==> config.mk <==
export PLATFORM = sky130hd
export DESIGN_NAME = step_pulser_flat
export DESIGN_NICKNAME = d
export VERILOG_FILES = /design/src/rtl/counter_pkg.sv /design/src/rtl/step_pulser_if.sv /design/src/rtl/phase_timer.sv /design/src/rtl/step_pulser.sv /design/src/flat_wrapper.sv
export SDC_FILE = /design/constraint.sdc
export NUM_CORES = 1
export LEC_CHECK = 0
export CAP_MARGIN = 20
export CORE_AREA = 2 2 48 50
export CTS_CLUSTER_DIAMETER = 80
export CTS_CLUSTER_SIZE = 28
export DETAILED_ROUTE_END_ITERATION = 10
export DIE_AREA = 0 0 50 52
export HOLD_SLACK_MARGIN = 0.06
export PLACE_DENSITY = 0.74
export SYNTH_ARGS = -nofsm -noshare
export SYNTH_HDL_FRONTEND = slang
export SYNTH_SLANG_ARGS = --single-unit
==> constraint.sdc <==
create_clock -name CLK -period 1.7 [get_ports CLK]
set_input_delay 0.255 -clock CLK [delete_from_list [all_inputs] [get_ports CLK]]
set_output_delay 0.255 -clock CLK [all_outputs]
set_load 0.05 [all_outputs]
==> src/rtl/counter_pkg.sv <==
// Shared types for the counter strobe path: FSM states, direction codes,
// strobe idle level and a helper that sizes the phase timer.
package counter_pkg;

    typedef enum logic [1:0] {
        IDLE,
        LOW,
        GAP,
        FIN
    } state_t;

    localparam logic DIR_UP      = 1'b0;
    localparam logic DIR_DN      = 1'b1;
    localparam logic STROBE_IDLE = 1'b1;

    // Timer holds max(a,b)-1 at most; keep at least one bit.
    function automatic int tmr_width(input int a, input int b);
        int m;
        m = (a > b) ? a : b;
        return (m > 1) ? $clog2(m) : 1;
    endfunction

endpackage

==> src/rtl/step_pulser_if.sv <==
// Command handshake bundle for step_pulser.
// Ports: CMD_VALID, CMD_DIR, CMD_COUNT (master out), CMD_READY (slave out).
interface step_pulser_if #(
    parameter int CW = 8
);
    logic          CMD_VALID;
    logic          CMD_READY;
    logic          CMD_DIR;
    logic [CW-1:0] CMD_COUNT;

    modport master (
        output CMD_VALID,
        output CMD_DIR,
        output CMD_COUNT,
        input  CMD_READY
    );

    modport slave (
        input  CMD_VALID,
        input  CMD_DIR,
        input  CMD_COUNT,
        output CMD_READY
    );
endinterface

==> src/rtl/phase_timer.sv <==
// Loadable down-counter with zero flag; times the LOW and GAP phases.
// Ports: CLK, CLR (async low), load, load_val in; zero out.
module phase_timer #(
    parameter int TW = 1
) (
    input  logic          CLK,
    input  logic          CLR,
    input  logic          load,
    input  logic [TW-1:0] load_val,
    output logic          zero
);
    logic [TW-1:0] cnt;

    always_ff @(posedge CLK or negedge CLR) begin
        if (!CLR)
            cnt <= '0;
        else if (load)
            cnt <= load_val;
        else if (cnt != '0)
            cnt <= cnt - 1'b1;
    end

    assign zero = (cnt == '0);
endmodule

==> src/rtl/step_pulser.sv <==
// Command-driven INC/DEC strobe generator for the counter_6 chain.
// Ports: CLK, CLR (async low), cmd (valid/ready slave: DIR, COUNT),
//   INC, DEC (idle high, rising edge = step), BUSY, DONE, REMAIN.
// Option: STEP_PULSER_ABORT_EN adds a synchronous ABORT input.
module step_pulser
    import counter_pkg::*;
#(
    parameter int CW      = 8,
    parameter int LOW_CYC = 1,
    parameter int GAP_CYC = 1
) (
    input  logic          CLK,
    input  logic          CLR,
    step_pulser_if.slave  cmd,
`ifdef STEP_PULSER_ABORT_EN
    input  logic          ABORT,
`endif
    output logic          INC,
    output logic          DEC,
    output logic          BUSY,
    output logic          DONE,
    output logic [CW-1:0] REMAIN
);
    localparam int TW = tmr_width(LOW_CYC, GAP_CYC);
    localparam logic [TW-1:0] LOW_LD = TW'(LOW_CYC - 1);
    localparam logic [TW-1:0] GAP_LD = TW'(GAP_CYC - 1);

    state_t        state;
    logic          dir;
    logic          rdy;
    logic          ab_pend;
    logic          abort_in;
    logic          accept;
    logic          t_zero;
    logic          t_load;
    logic [TW-1:0] t_val;

`ifdef STEP_PULSER_ABORT_EN
    assign abort_in = ABORT;
`else
    assign abort_in = 1'b0;
`endif

    assign cmd.CMD_READY = rdy;
    assign accept = cmd.CMD_VALID & rdy;

    phase_timer #(.TW(TW)) u_tmr (
        .CLK      (CLK),
        .CLR      (CLR),
        .load     (t_load),
        .load_val (t_val),
        .zero     (t_zero)
    );

    always_comb begin
        t_load = 1'b0;
        t_val  = LOW_LD;
        unique case (state)
            IDLE: t_load = accept && (cmd.CMD_COUNT != '0);
            LOW: begin
                t_load = t_zero;
                t_val  = GAP_LD;
            end
            GAP: t_load = t_zero && !abort_in && (REMAIN != '0);
            FIN: t_load = 1'b0;
        endcase
    end

    always_ff @(posedge CLK or negedge CLR) begin
        if (!CLR) begin
            state   <= IDLE;
            dir     <= DIR_UP;
            rdy     <= 1'b1;
            ab_pend <= 1'b0;
            INC     <= STROBE_IDLE;
            DEC     <= STROBE_IDLE;
            BUSY    <= 1'b0;
            DONE    <= 1'b0;
            REMAIN  <= '0;
        end else begin
            unique case (state)
                IDLE: begin
                    ab_pend <= 1'b0;
                    if (accept) begin
                        dir    <= cmd.CMD_DIR;
                        REMAIN <= cmd.CMD_COUNT;
                        BUSY   <= 1'b1;
                        rdy    <= 1'b0;
                        if (cmd.CMD_COUNT != '0) begin
                            state <= LOW;
                            if (cmd.CMD_DIR == DIR_DN)
                                DEC <= ~STROBE_IDLE;
                            else
                                INC <= ~STROBE_IDLE;
                        end else begin
                            state <= FIN;
                            DONE  <= 1'b1;
                        end
                    end
                end
                LOW: begin
                    if (t_zero) begin
                        // Rising edge here is the counted step.
                        INC    <= STROBE_IDLE;
                        DEC    <= STROBE_IDLE;
                        REMAIN <= REMAIN - 1'b1;
                        if (ab_pend || abort_in) begin
                            state <= FIN;
                            DONE  <= 1'b1;
                        end else begin
                            state <= GAP;
                        end
                    end else if (abort_in) begin
                        // Finish this low phase; no runt pulse.
                        ab_pend <= 1'b1;
                    end
                end
                GAP: begin
                    if (abort_in || (t_zero && REMAIN == '0)) begin
                        state <= FIN;
                        DONE  <= 1'b1;
                    end else if (t_zero) begin
                        state <= LOW;
                        if (dir == DIR_DN)
                            DEC <= ~STROBE_IDLE;
                        else
                            INC <= ~STROBE_IDLE;
                    end
                end
                FIN: begin
                    state   <= IDLE;
                    DONE    <= 1'b0;
                    BUSY    <= 1'b0;
                    rdy     <= 1'b1;
                    ab_pend <= 1'b0;
                end
            endcase
        end
    end
endmodule

==> src/flat_wrapper.sv <==
// flat-port wrapper written by rule: the top's interface ports become plain ports
module step_pulser_flat import counter_pkg::*;
#(
    parameter int CW      = 8,
    parameter int LOW_CYC = 1,
    parameter int GAP_CYC = 1
)
  (CLK, CLR, INC, DEC, BUSY, DONE, REMAIN, cmd_CMD_VALID, cmd_CMD_DIR, cmd_CMD_COUNT, cmd_CMD_READY);
  step_pulser_if #(.CW(CW)) cmd_i ();
  input  logic CLK;
  input  logic CLR;
  output logic INC;
  output logic DEC;
  output logic BUSY;
  output logic DONE;
  output logic [CW-1:0] REMAIN;
  input wire logic [$bits(cmd_i.CMD_VALID)-1:0] cmd_CMD_VALID;
  input wire logic [$bits(cmd_i.CMD_DIR)-1:0] cmd_CMD_DIR;
  input wire logic [$bits(cmd_i.CMD_COUNT)-1:0] cmd_CMD_COUNT;
  output wire logic [$bits(cmd_i.CMD_READY)-1:0] cmd_CMD_READY;
  assign cmd_i.CMD_VALID = cmd_CMD_VALID;
  assign cmd_i.CMD_DIR = cmd_CMD_DIR;
  assign cmd_i.CMD_COUNT = cmd_CMD_COUNT;
  assign cmd_CMD_READY = cmd_i.CMD_READY;
  step_pulser #(.CW(CW), .LOW_CYC(LOW_CYC), .GAP_CYC(GAP_CYC)) u_core (.CLK(CLK), .CLR(CLR), .cmd(cmd_i), .INC(INC), .DEC(DEC), .BUSY(BUSY), .DONE(DONE), .REMAIN(REMAIN));
endmodule
==> results of run 1 <==
## worst paths after layout
check | endpoint | start | cells after the start | slack, ns
worst max-delay path | u_core.REMAIN[2]$_DFFE_PN0P_ | u_core.state[0]$_DFFE_PN0N_ | 3 | 0.17
worst min-delay path | u_core.BUSY$_DFFE_PN0P_ | CLR | 2 | 0.27
worst max register to register | u_core.REMAIN[2]$_DFFE_PN0P_ | u_core.state[0]$_DFFE_PN0N_ | 3 | 0.17
worst min register to register | u_core.INC$_DFFE_PN1P_ | u_core.INC$_DFFE_PN1P_ | 2 | 0.51
max in group asynchronous | u_core.cmd.CMD_READY$_DFFE_PN1P_ | CLR | 2 | 1.17
min in group CLK | u_core.INC$_DFFE_PN1P_ | u_core.INC$_DFFE_PN1P_ | 2 | 0.51
## flip-flops by register name, indices dropped and copies added, names as in the netlist
| register | cells |
|---|---|
| u_core.DONE | 1 |
| u_core.REMAIN | 8 |
| u_core.BUSY | 1 |
| u_core.DEC | 1 |
| u_core.cmd.CMD_READY | 1 |
| u_core.INC | 1 |
| u_core.dir | 1 |
| u_core.state | 2 |
## cell usage after synthesis (all sizes together), types with 2 or more instances
library cell,instances,area share (%)
dfrtp,13,36
a211oi,8,6.7
nor2,8,3.3
a21oi,5,2.8
inv,5,2.1
buf,4,2.9
dfstp,3,8.8
nand2,3,1.2
nand3,3,1.7
nor3,3,1.7
nor4,3,3.7
o211ai,3,2.5
and4bb,2,2.8
mux2i,2,2.2
nand4bb,2,2.5
or3,2,1.4
## routing by layer
layer | vias to the layer above | GRT usage (%)
met2 | 25 | 29.6
met3 | 0 | 2.01
met5 | - | 0
met1 | 409 | 24.7
met4 | 0 | 7.41
li1 | 409 | -
## critical path, cell delays in order (launching register included)
cell and delay, ns:
sky130_fd_sc_hd__dfrtp_1 0.51, sky130_fd_sc_hd__and4bb_1 0.52, sky130_fd_sc_hd__a21oi_1 0.08, sky130_fd_sc_hd__a221o_1 0.31
## area by class of cell
class	instances	area [um^2]	area share [%]
Sequential cell	16	404	33.1
Clock buffer	4	36.3	2.97
Tap cell	28	35.0	2.87
Inverter	5	18.8	1.54
Timing Repair Buffer	32	280	22.9
Multi-Input combinational cell	63	448	36.6
## power by group
part	switching [W]	total, W	internal, W
registers	0	0.000381	0.000381
clock network	0.000132	0.000263	0.000130
logic	0.0000172	0.0000435	0.0000264
## through the flow
stage | std cells | area [um^2] | util, % | total power (W) | setup WS [ns]
after CTS | 148 | 1220 | 58.1 | 0.000692 | 0.181
after global placement | 144 | 1190 | 56.3 | 0.000432 | 0.0984
final | 148 | 1220 | 58.1 | 0.000687 | 0.170
after detailed placement | 144 | 1190 | 56.3 | 0.000431 | 0.0431
after floorplan | 89 | 901 | - | 0.000390 | 0.0963
after global routing | 148 | 1220 | 58.1 | 0.000710 | 0.0307
## logic make-up (layout without fill, tap and decap cells)
group / after synthesis / count (layout) / share of synthesized area [%]
AO/OA/AOI/OAI: 26 / 26 / 21.1
adder cells (fa/ha/maj): 1 / 1 / 1.39
buffers and inverters: 10 / 41 / 5.41
flip-flops: 16 / 16 / 44.9
multiplexers: 2 / 2 / 2.22
AND/OR/NAND/NOR: 34 / 34 / 25.0
==> reports/results.env, run 1 <==
RUN_STATUS='finished clean'
IR_DROP_uV=310
DETAILEDROUTE.FIRSTITERATIONVIOLATIONS=17
FINAL.MIN_CLOCK_PERIOD_NS=1.53
NUM-FILL-CELLS=182
FINAL-SETUP-VIOL-COUNT=0
FINAL-MAX-SLEW-VIOLATION-COUNT=0
GR-TOTAL-OVERFLOW=0
WORST_SLEW_PIN_SLEW_NS=0.460
COUNT_OF_CELL_TYPES_IN_THE_NETLIST=39
DIE-HEIGHT_UM=52
PORT-BUFFER-COUNT=24
CORE.ROWCOUNT=17
SYN_TO_FINAL_GROWTH_PCT=35.7
HOLD_SLACK_NS=0.270
WIRELENGTH_UM=2170
VIAS_IN_THE_FIRST_GLOBAL_ROUTE=782
SYNTH_WARNINGS=0
ROUTE.VIAS.TOTAL=843
POSTROUTEANTENNANETS=0
SYNTH-MAIN-FF-CELL='sky130_fd_sc_hd__dfrtp_1'
SYNTH.FF_LATCH_COUNT=16
PWR_DENSITY_CELL_nW_PER_UM2=562
ASYNCSETRESETFLOPFRACSYNTH_PCT=100
MAXCAPVIOLCOUNT=0
DRT-VIAS-PER-INSTANCE=5.70
MIN-DELAY-PATH-CLASS='primary input to asynchronous set/reset pin'
MET2_WIRELENGTH_UM=1060
SYNTH_NET_COUNT=102
MOSTFREQUENTLAYOUTCELL='sky130_fd_sc_hd__buf_4'
CRIT_TYPE='register to register'
GRT_MAX_DEGREE=17
ROOT_BUFFER='sky130_fd_sc_hd__clkbuf_4'
CTS_MADE_BUFFERS=3
ANTENNA_FOUND_INITIAL=0
NUMBER_OF_SYNTHESIZED_FLOPS_WITH_AN_ENABLE_PIN=0
CRIT_REQUIRED_NS=1.88
POST_SYNTHESIS_CELL_AREA_UM2=901
CTS.REPAIR_TIMING.SETUP_BUFFER_COUNT=0
GRT_SETUP_UNREPAIRED='no'
CORE_AREA_UM2=2110
DPL.HPWL_UM=1590
WIRELENGTH_MET1_UM=1040
HTREEDEPTH=1
CLOCK_TREE.BUFFER_DEPTH=2
HOLD_VIOL_FINAL=0
RELSLEWSLACK_PCT=69.1
FINALNETCOUNT=134
SETUP.WORST_PATH.END_CLASS='register'
CLK-INSERTION-DELAY-LATE_NS=0.29
WORST_EP_ARRIVAL_TIME_NS=1.71
CLKTRANSATPATHREGS_NS=0.10
CTS.HOLD.BUFFERS_ADDED=0
ITERATION_COUNT_OF_THE_INITIAL_DETAILED_ROUTING_PASS=4
SYN-INSTANCE-COUNT=89
LAYOUT-DRIVE-GT1-SHARE_PCT=25.8
START_KIND='register'
CTS_RESIZED=0
OVERALL_ROUTING_RESOURCE_USAGE_PCT=18.2
FMAXACHIEVABLE_MHz=654
SETUP_TOTAL_NEGATIVE_SLACK_NS=0
DRC=0
CTS_TREE='built'
POST_DRT_WL_PER_CELL_UM=14.7
IOS=25
CELLLEAKAGEPOWER_nW=0.519
HIGHEST-SIGNAL-LAYER='met3'
YOSYSSEQAREASHARE_PCT=44.9
PLACE.GP.CONGESTION=0.826
ANTENNA_DIODE_COUNT=0
PATH_MAX_FANOUT=12
MET3_LENGTH_UM=75
DIE_AREA_UM2=2600
FIN_CRIT_SH_PCT=90.0
SYNTH.AVG_CELL_AREA_UM2=10.1
CTS_NUM_SINKS=16
DIE_W_UM=50
INITIAL_UTILIZATION_PCT=42.8
GRT_PASS1_WL_UM=3570
FIN_WORST_SKEW_NS=0.00195
FINAL_CELL_MIX='sky130_fd_sc_hd__buf_4 (20), sky130_fd_sc_hd__dfrtp_1 (13), sky130_fd_sc_hd__clkdlybuf4s50_1 (11), sky130_fd_sc_hd__nor2_1 (8), sky130_fd_sc_hd__a211oi_1 (8)'
Power figures use the tool's default switching activity.
==> inputs of run 2 (changes only) <==
Settings changed: CAP_MARGIN 20 to unset, REMOVE_ABC_BUFFERS set to 1.
==> run 2 against run 1 <==
Non-clock buffer count unchanged. Count of clock-buffer cells in the layout unchanged. Clock power shrank 4%. Critical endpoint is now u_core.REMAIN[5]$_DFFE_PN0P_. Largest cell class unchanged.
==> reports/results.env, run 2 (synthesis gave the netlist of run 1 again) <==
RUN_STATUS='finished clean'
VIAS_IN_THE_FIRST_GLOBAL_ROUTE=817
POST_DRT_WL_PER_CELL_UM=13.9
OVERALL_ROUTING_RESOURCE_USAGE_PCT=17.7
MIN-DELAY-PATH-CLASS='primary input to asynchronous set/reset pin'
CTS.REPAIR_TIMING.SETUP_BUFFER_COUNT=0
GR-TOTAL-OVERFLOW=0
IR_DROP_uV=463
CRITICAL_PATH.TOP_DELAY_FAMILY='simple AND/OR/NAND/NOR gates'
RR_STARTPOINT='u_core.state[1]$_DFFE_PN0N_'
NUM-FILL-CELLS=172
CLKTRANSATPATHREGS_NS=0.09
CTS_TREE='built'
DETAILED_PLACE.AREA_UM2=1200
DIE-HEIGHT_UM=52
DIE_AREA_UM2=2600
CRITPATHLAUNCH='u_core.state[1]$_DFFE_PN0N_'
GRT_MAX_DEGREE=17
PLACE.GP.CONGESTION=0.831
MAXCAPVIOLCOUNT=0
CTS_MADE_BUFFERS=3
FINAL-SETUP-VIOL-COUNT=0
INITIAL_UTILIZATION_PCT=42.8
CRIT_REQUIRED_NS=1.93
DRT-VIAS-PER-INSTANCE=5.65
CORE_AREA_UM2=2110
CRITPATHSLOWESTCELL='sky130_fd_sc_hd__or4b_1'
PATH_MAX_FANOUT=10
FINAL.MIN_CLOCK_PERIOD_NS=1.53
HOLD_VIOL_FINAL=0
CLK-INSERTION-DELAY-LATE_NS=0.29
GRT_PASS1_WL_UM=3560
IOS=25
ITERATION_COUNT_OF_THE_INITIAL_DETAILED_ROUTING_PASS=4
DPL.HPWL_UM=1570
CORE.ROWCOUNT=17
WORST_R2R_PATH_DEPTH=3
CLOCK_TREE.BUFFER_DEPTH=2
DETAILEDROUTE.FIRSTITERATIONVIOLATIONS=13
FIN_WORST_SKEW_NS=0.00498
WORST_R2R_DST='u_core.REMAIN[5]$_DFFE_PN0P_'
GRT_SETUP_UNREPAIRED='no'
CTS.HOLD.BUFFERS_ADDED=0
BIGGEST_REGISTERS_AFTER_LAYOUT='u_core.REMAIN: 8 flops, u_core.state: 2 flops'
WORST_SLEW_PIN_SLEW_NS=0.402
ROUTE.VIAS.TOTAL=836
SYN_TO_FINAL_GROWTH_PCT=37.1
POSTROUTEANTENNANETS=0
WORST_EP_ARRIVAL_TIME_NS=1.76
DRC=0
CRIT_TYPE='register to register'
FINAL-MAX-SLEW-VIOLATION-COUNT=0
CTS_NUM_SINKS=16
LARGEST_REG_FLOPS=8
FINAL_CELL_MIX='sky130_fd_sc_hd__buf_4 (19), sky130_fd_sc_hd__dfrtp_1 (13), sky130_fd_sc_hd__clkdlybuf4s50_1 (11), sky130_fd_sc_hd__nor2_1 (8), sky130_fd_sc_hd__a211oi_1 (8)'
MAX_INCR_DELAY_ON_CP_NS=0.57
SETUP.WORST_PATH.END_CLASS='register'
PLACE_WORST_SETUP_SLACK_NS=-0.00263
WORST_SLACK_NS=0.173
ROOT_BUFFER='sky130_fd_sc_hd__clkbuf_4'
CTS_RESIZED=0
POSTLAYOUTCELLAREA_UM2=1230
PORT-BUFFER-COUNT=24
FINALNETCOUNT=134
TIMING.CRITICAL_PATH.CELLS='or4b_1 > or3_1 > nand3_1'
WIRELENGTH_UM=2060
START_KIND='register'
RELSLEWSLACK_PCT=73.0
FMAXACHIEVABLE_MHz=655
MAX_FLOP_REGISTER='u_core.REMAIN'
PWR_DENSITY_CELL_nW_PER_UM2=547
CRITPATHBUFINV=0
HTREEDEPTH=1
CELLLEAKAGEPOWER_nW=0.526
MOSTFREQUENTLAYOUTCELL='sky130_fd_sc_hd__buf_4'
R2R_SLACK_NS=0.17
ANTENNA_DIODE_COUNT=0
FIN_CRIT_SH_PCT=89.8
ANTENNA_FOUND_INITIAL=0
LAYOUT-DRIVE-GT1-SHARE_PCT=25.8
DIE_W_UM=50
[run 2: layout make-up]
type | count | area, um^2 | area share (%)
clock buffer | 4 | 36.3 | 2.94
inverter | 5 | 18.8 | 1.52
multi-input combinational | 63 | 448 | 36.3
sequential | 16 | 404 | 32.7
tap | 28 | 35.0 | 2.84
timing repair buffer | 32 | 293 | 23.7
[run 2: where the power goes]
| part | leakage (nW) | switching (W) | total, W | internal (W) |
|---|---|---|---|---|
| combinational | 0.313 | 0.0000171 | 0.0000420 | 0.0000250 |
| sequential | 0.192 | 0 | 0.000381 | 0.000381 |
| clock | 0.0210 | 0.000122 | 0.000253 | 0.000131 |
| total | 0.526 | 0.000139 | 0.000675 | 0.000536 |
[run 2: per-layer routing]
layer | track usage, % | routed length, um | vias up | part of all wire (%)
li1 | - | - | 404 | -
met1 | 22.2 | 917 | 392 | 45
met2 | 30.5 | 977 | 37 | 47
met3 | 2.59 | 135 | 3 | 6.6
met4 | 7.41 | 27 | 0 | 1.3
met5 | 0 | 0 | - | 0
[run 2: per-stage QoR]
step                util [%]  instances  power [W]  TNS [ns]  hold slack [ns]
floorplan                  -         84   0.000390         0          -0.0406
finish                  58.6        148   0.000675         0            0.276
CTS                     58.6        148   0.000685         0            0.281
global route            58.6        148   0.000701         0            0.286
detailed placement      56.9        144   0.000430  -0.00263            0.502
global placement        56.9        144   0.000430         0            0.493
[run 2: worst max path at each step]
stage	endpoint	slack, ns	cells past startpoint
6_report	u_core.REMAIN[5]$_DFFE_PN0P_	0.17	3
5_1_grt	u_core.REMAIN[5]$_DFFE_PN0P_	0.08	3
4_1_cts	u_core.REMAIN[5]$_DFFE_PN0P_	0.18	3
3_5_place_dp	u_core.REMAIN[2]$_DFFE_PN0P_	-0.003	4
3_3_place_gp	u_core.REMAIN[2]$_DFFE_PN0P_	0.05	4
2_1_floorplan	u_core.REMAIN[5]$_DFFE_PN0P_	0.1	3
